===== src/rtl/shift_issue_stage.sv =====
// Issue stage ahead of the ALU shift unit: decodes RV32I shift ops and presents
// them through a two-entry output/skid buffer so backpressure never costs throughput.
module shift_issue_stage #(
  parameter int DATA_WIDTH = 32,
  parameter int TAG_WIDTH  = 5
) (
  input  logic                  clk,
  input  logic                  rst_n,
  input  logic                  flush,
  input  logic                  in_valid,
  output logic                  in_ready,
  input  logic [2:0]            in_funct3,
  input  logic [6:0]            in_funct7,
  input  logic                  in_is_imm,
  input  logic [DATA_WIDTH-1:0] in_rs1,
  input  logic [DATA_WIDTH-1:0] in_rs2,
  input  logic [4:0]            in_imm_shamt,
  input  logic [TAG_WIDTH-1:0]  in_tag,
  output logic                  out_valid,
  input  logic                  out_ready,
  output logic [DATA_WIDTH-1:0] out_a,
  output logic [4:0]            out_shift_amount,
  output logic                  out_arith,
  output logic                  out_direction,
  output logic [TAG_WIDTH-1:0]  out_tag,
  output logic                  illegal_pulse,
  output logic [15:0]           illegal_count
);

  typedef struct packed {
    logic [DATA_WIDTH-1:0] a;
    logic [4:0]            amt;
    logic                  arith;
    logic                  dir;
    logic [TAG_WIDTH-1:0]  tag;
  } op_t;

  // Returns {legal, arith, direction}.
  function automatic logic [2:0] decode(input logic [2:0] f3, input logic [6:0] f7);
    logic [2:0] d;
    d = 3'b000;
    if (f3 == 3'b001 && f7 == 7'b0000000)      d = 3'b101;
    else if (f3 == 3'b101 && f7 == 7'b0000000) d = 3'b100;
    else if (f3 == 3'b101 && f7 == 7'b0100000) d = 3'b110;
    return d;
  endfunction

  function automatic logic [15:0] sat_inc(input logic [15:0] v);
    return (v == 16'hFFFF) ? v : v + 16'd1;
  endfunction

  logic [2:0] dec;
  op_t        in_op;
  op_t        or_q;
  op_t        sr_q;
  logic       or_valid;
  logic       sr_valid;
  logic       in_ready_q;
  logic       accept;
  logic       push;
  logic       or_free;
  logic       rs2_unused;

  always_comb begin
    dec          = decode(in_funct3, in_funct7);
    in_op.a      = in_rs1;
    in_op.amt    = in_is_imm ? in_imm_shamt : in_rs2[4:0];
    in_op.arith  = dec[1];
    in_op.dir    = dec[0];
    in_op.tag    = in_tag;
  end

  assign rs2_unused = ^in_rs2[DATA_WIDTH-1:5];

  assign accept  = in_valid && in_ready_q && !flush;
  assign push    = accept && dec[2];
  assign or_free = !or_valid || out_ready;

  // Stage boundary: input -> output register, overflow parked in the skid register.
  always_ff @(posedge clk or negedge rst_n) begin
    if (!rst_n) begin
      or_valid      <= 1'b0;
      sr_valid      <= 1'b0;
      in_ready_q    <= 1'b1;
      or_q          <= '0;
      sr_q          <= '0;
      illegal_pulse <= 1'b0;
      illegal_count <= 16'd0;
    end else if (flush) begin
      or_valid      <= 1'b0;
      sr_valid      <= 1'b0;
      in_ready_q    <= 1'b1;
      illegal_pulse <= 1'b0;
    end else begin
      illegal_pulse <= accept && !dec[2];
      if (accept && !dec[2]) illegal_count <= sat_inc(illegal_count);
      if (or_free) begin
        if (sr_valid) begin
          or_q       <= sr_q;
          or_valid   <= 1'b1;
          if (push) sr_q <= in_op;
          sr_valid   <= push;
          in_ready_q <= !push;
        end else begin
          if (push) or_q <= in_op;
          or_valid   <= push;
          in_ready_q <= 1'b1;
        end
      end else if (push) begin
        sr_q       <= in_op;
        sr_valid   <= 1'b1;
        in_ready_q <= 1'b0;
      end
    end
  end

  assign in_ready         = in_ready_q;
  assign out_valid        = or_valid;
  assign out_a            = or_q.a;
  assign out_shift_amount = or_q.amt;
  assign out_arith        = or_q.arith;
  assign out_direction    = or_q.dir;
  assign out_tag          = or_q.tag;

endmodule


===== config.mk =====
export PLATFORM = sky130hd
export DESIGN_NAME = shift_issue_stage
export DESIGN_NICKNAME = d
export VERILOG_FILES = /design/src/rtl/shift_issue_stage.sv
export SDC_FILE = /design/constraint.sdc
export NUM_CORES = 1
export LEC_CHECK = 0
export CORE_MARGIN = 2
export CORE_UTILIZATION = 40
export CTS_CLUSTER_SIZE = 10
export DETAILED_ROUTE_END_ITERATION = 10
export GPL_TIMING_DRIVEN = 0
export HOLD_SLACK_MARGIN = 0.05
export PLACE_DENSITY_LB_ADDON = 0.05
export REMOVE_ABC_BUFFERS = 1
export SYNTH_ARGS = -nofsm -noshare
export SYNTH_HDL_FRONTEND = slang
export SYNTH_SLANG_ARGS = --single-unit

===== constraint.sdc =====
create_clock -name clk -period 2.1 [get_ports clk]
set_input_delay 0.21 -clock clk [delete_from_list [all_inputs] [get_ports clk]]
set_output_delay 0.21 -clock clk [all_outputs]
set_load 0.01 [all_outputs]

==> results of run 1 <==
-- power by group --
part	leakage [nW]	internal, mW	switching [mW]
clock	0.165	1.14	0.726
combinational	1.27	0.333	0.230
sequential	1.49	2.16	0.0935
total	2.92	3.63	1.05
-- final cells by class --
class | instances | area share [%]
clock buffer | 12 | 3.934
timing repair buffer | 139 | 22.09
inverter | 1 | 0.05541
sequential | 108 | 39.97
multi-input combinational | 265 | 30.22
tap | 147 | 2.715
clock inverter | 3 | 1.016
-- synthesized netlist by cell type, types with 3 or more instances --
| library cell | number | area (um2) |
|---|---|---|
| buf_4 | 3 | 22.52 |
| dfrtp_1 | 107 | 2678 |
| mux2_2 | 46 | 518.0 |
| o21ai_0 | 6 | 30.03 |
| nand2_1 | 14 | 52.55 |
| nand3_1 | 9 | 45.04 |
| mux2_1 | 3 | 33.78 |
| nand2b_1 | 4 | 25.02 |
| nand4_1 | 6 | 37.54 |
| mux2i_1 | 42 | 420.4 |
| buf_6 | 7 | 78.83 |
| a21oi_1 | 82 | 410.4 |
| nor3_1 | 3 | 15.01 |
| xnor2_1 | 9 | 78.83 |
| buf_2 | 3 | 15.01 |
| clkbuf_1 | 11 | 41.29 |
| xor2_1 | 4 | 35.03 |
| nor2_1 | 13 | 48.80 |
-- cell usage in the layout (no fill, tap or decap), drive strengths merged, types with 3 or more instances in the layout --
master | synthesis | layout
buf | 14 | 14
a21oi | 83 | 85
xnor2 | 9 | 9
o21ai | 7 | 7
mux2 | 49 | 49
nand4 | 6 | 6
nand2b | 5 | 5
clkdlybuf4s50 | 0 | 124
nor2 | 13 | 13
clkbuf | 11 | 12
nand2 | 14 | 14
nor4 | 3 | 3
xor2 | 4 | 4
nor3 | 5 | 5
mux2i | 42 | 42
nand3 | 9 | 9
dfrtp | 107 | 107
-- stage by stage --
step                      cells  instance area (um2)  TNS [ns]
after floorplan             372                 4700   -115.63
after global placement      644                 6135   -609.75
after detailed placement    650                 6290    -64.75
after CTS                   675                 6760         0
after global routing        675                 6774    -2.368
final                       675                 6774         0
-- sequential cells by signal, indices dropped and copies added (netlist names) --
name,cells
out_direction,1
in_ready,1
out_arith,1
sr_valid,1
out_shift_amount,5
out_a,32
out_valid,1
illegal_count,16
out_tag,5
illegal_pulse,1
sr_q,44
-- path summary, 6_finish.rpt --
check	startpoint	to	slack [ns]
worst min-delay path	rst_n	illegal_count[9]$_DFFE_PN0P_	0.42
worst max register to register	sr_valid$_DFFE_PN0P_	out_a[2]$_DFFE_PN0P_	0.12
worst min register to register	sr_q[2]$_DFFE_PN0P_	sr_q[2]$_DFFE_PN0P_	0.49
worst max-delay path	in_funct7[1]	out_a[2]$_DFFE_PN0P_	0.05
min in group clk	sr_q[2]$_DFFE_PN0P_	sr_q[2]$_DFFE_PN0P_	0.49
max in group asynchronous	rst_n	out_a[6]$_DFFE_PN0P_	0.97
-- metal layers --
metal | global-route usage (%) | vias to the layer above | routed length (um)
li1 | - | 1685 | -
met1 | 24.16 | 1814 | 5153
met2 | 33.81 | 80 | 6161
met3 | 4.288 | 12 | 595
met4 | 7.073 | 0 | 187
met5 | 0 | - | 0
-- what timing repair did --
| action | in CTS | in global routing |
|---|---|---|
| pin swaps | 3 | 2 |
| buffers inserted | 7 | 0 |
| cloned | 2 | 0 |
| setup endpoints to repair | 89 | 63 |
| hold buffers | 1 | 0 |
| resized for setup | 2 | 2 |
| endpoints found under the hold margin | 45 | 0 |
-- cell families (layout without fill, tap and decap cells) --
logic type | after synthesis | after routing | share of synthesized area (%)
mux | 91 | 91 | 20.00
buf+inv | 26 | 155 | 3.398
xor+xnor | 13 | 13 | 2.342
simple gates | 63 | 63 | 7.979
fa+ha+maj | 1 | 1 | 0.2574
compound gates | 95 | 97 | 10.40
flops | 108 | 108 | 55.62
==> impl_metrics.toml, run 1 <==
[detailed_routing]
vias = 3591
drc_errors = 0
viasPerCell = 5.320
postRouteAntennaNets = 0
totalWireLength_um = 12100
drt_pass1_iterations = 4
first_iter_violations = 121
wl_per_cell_um = 17.92

[timing]
min_period_ns = 2.051
worst_slew_pin_slew_ns = 0.7557
timing.final.crit_share_pct = 97.67
setup_viol = 0
max_freq_mhz = 487.5
worst_slack_ns = 0.04886
slew_violations = 0
rsz0062_at_grt = "true"
finClkSkew_ns = 0.004073
finalHoldWorstSlack_ns = 0.4194
final-hold-violation-count = 0
slew_headroom_pct = 49.51

[setup_path]
crit_cells = 6
end_kind = "flop"
crit_chain = "clkdlybuf4s50_1 -> nor4_4 -> o2111a_2 -> nand2b_4 -> a21oi_4 -> a21oi_1"
crit_required_ns = 2.29
slowest_stage = "a21oi_4"
start_kind = "input port"
slowest_delay_ns = 0.64
path_max_fanout = 22
crit_family = "compound AO/OA/AOI/OAI gates"
critical_path_class = "in2reg"
critPathArrivalTime_ns = 2.25
r2r_cells = 3
path_buf_inv = 1

[yosys]
synthCells = 397
ys_ff_latch = 108
syn_area_per_cell_um2 = 12.24
async_reset_ff_share_pct = 100.0
netlist-cell-type-count = 40
synthFlopType = "dfrtp_1"
synth_edf_count = 0
yosysWarnings = 0
yosysSeqAreaShare_pct = 55.62
netlist_area_um2 = 4861

[cells_and_area]
seq_area_um2 = 2708
final_core_util_pct = 56.87
fillCellCount = 1046
fin_nets = 615
syn2layout_area_growth_pct = 39.36
drive_gt1_share_pct = 17.42
multi_input_area_um2 = 2047
antennaDiodeCount = 0

[flow_run]
drv_cap = 0

[pwr]
peakVddDrop_uv = 316.7
power.density_nw_per_um2 = 691.3
finalPower_mw = 4.683
leakagePower_nw = 2.921

[run_status]
status = "completed"

[min_path]
hold_path_class = "in2async"

[place]
hpwl_um = 7427
gp_congestion = 0.7636
place_ws_ns = -1.062
portBuffers = 125

[cts]
path_clk_slew_ns = 0.07
cts_made_buffers = 9
clock_latency_ns = 0.35
clockBufferDepth = 2
cts_tree = "built"
cts_max_level = 3
cts_root_buf = "clkbuf_16"
cts_sinks = 108

[floorplan]
start_util_pct = 40.81
die_area_um2 = 13050
ios = 153
die_w_um = 114.2
rows = 40
coreArea_um2 = 11910
die_h_um = 114.2

[global_routing]
grt_max_degree = 63
overflow = 0
grt_pass1_wl_um = 19530
grt_pass1_vias = 3840
antenna_found_initial = 0
grt.total_usage_pct = 19.58
No activity file was read; power rests on OpenSTA's default activity.
==> run 2, diff against run 1 <==
CTS_CLUSTER_SIZE = unset   (was 10)
==> results of run 2 <==
Same layout as run 1: the final DEF is identical, and so are final timing and power.
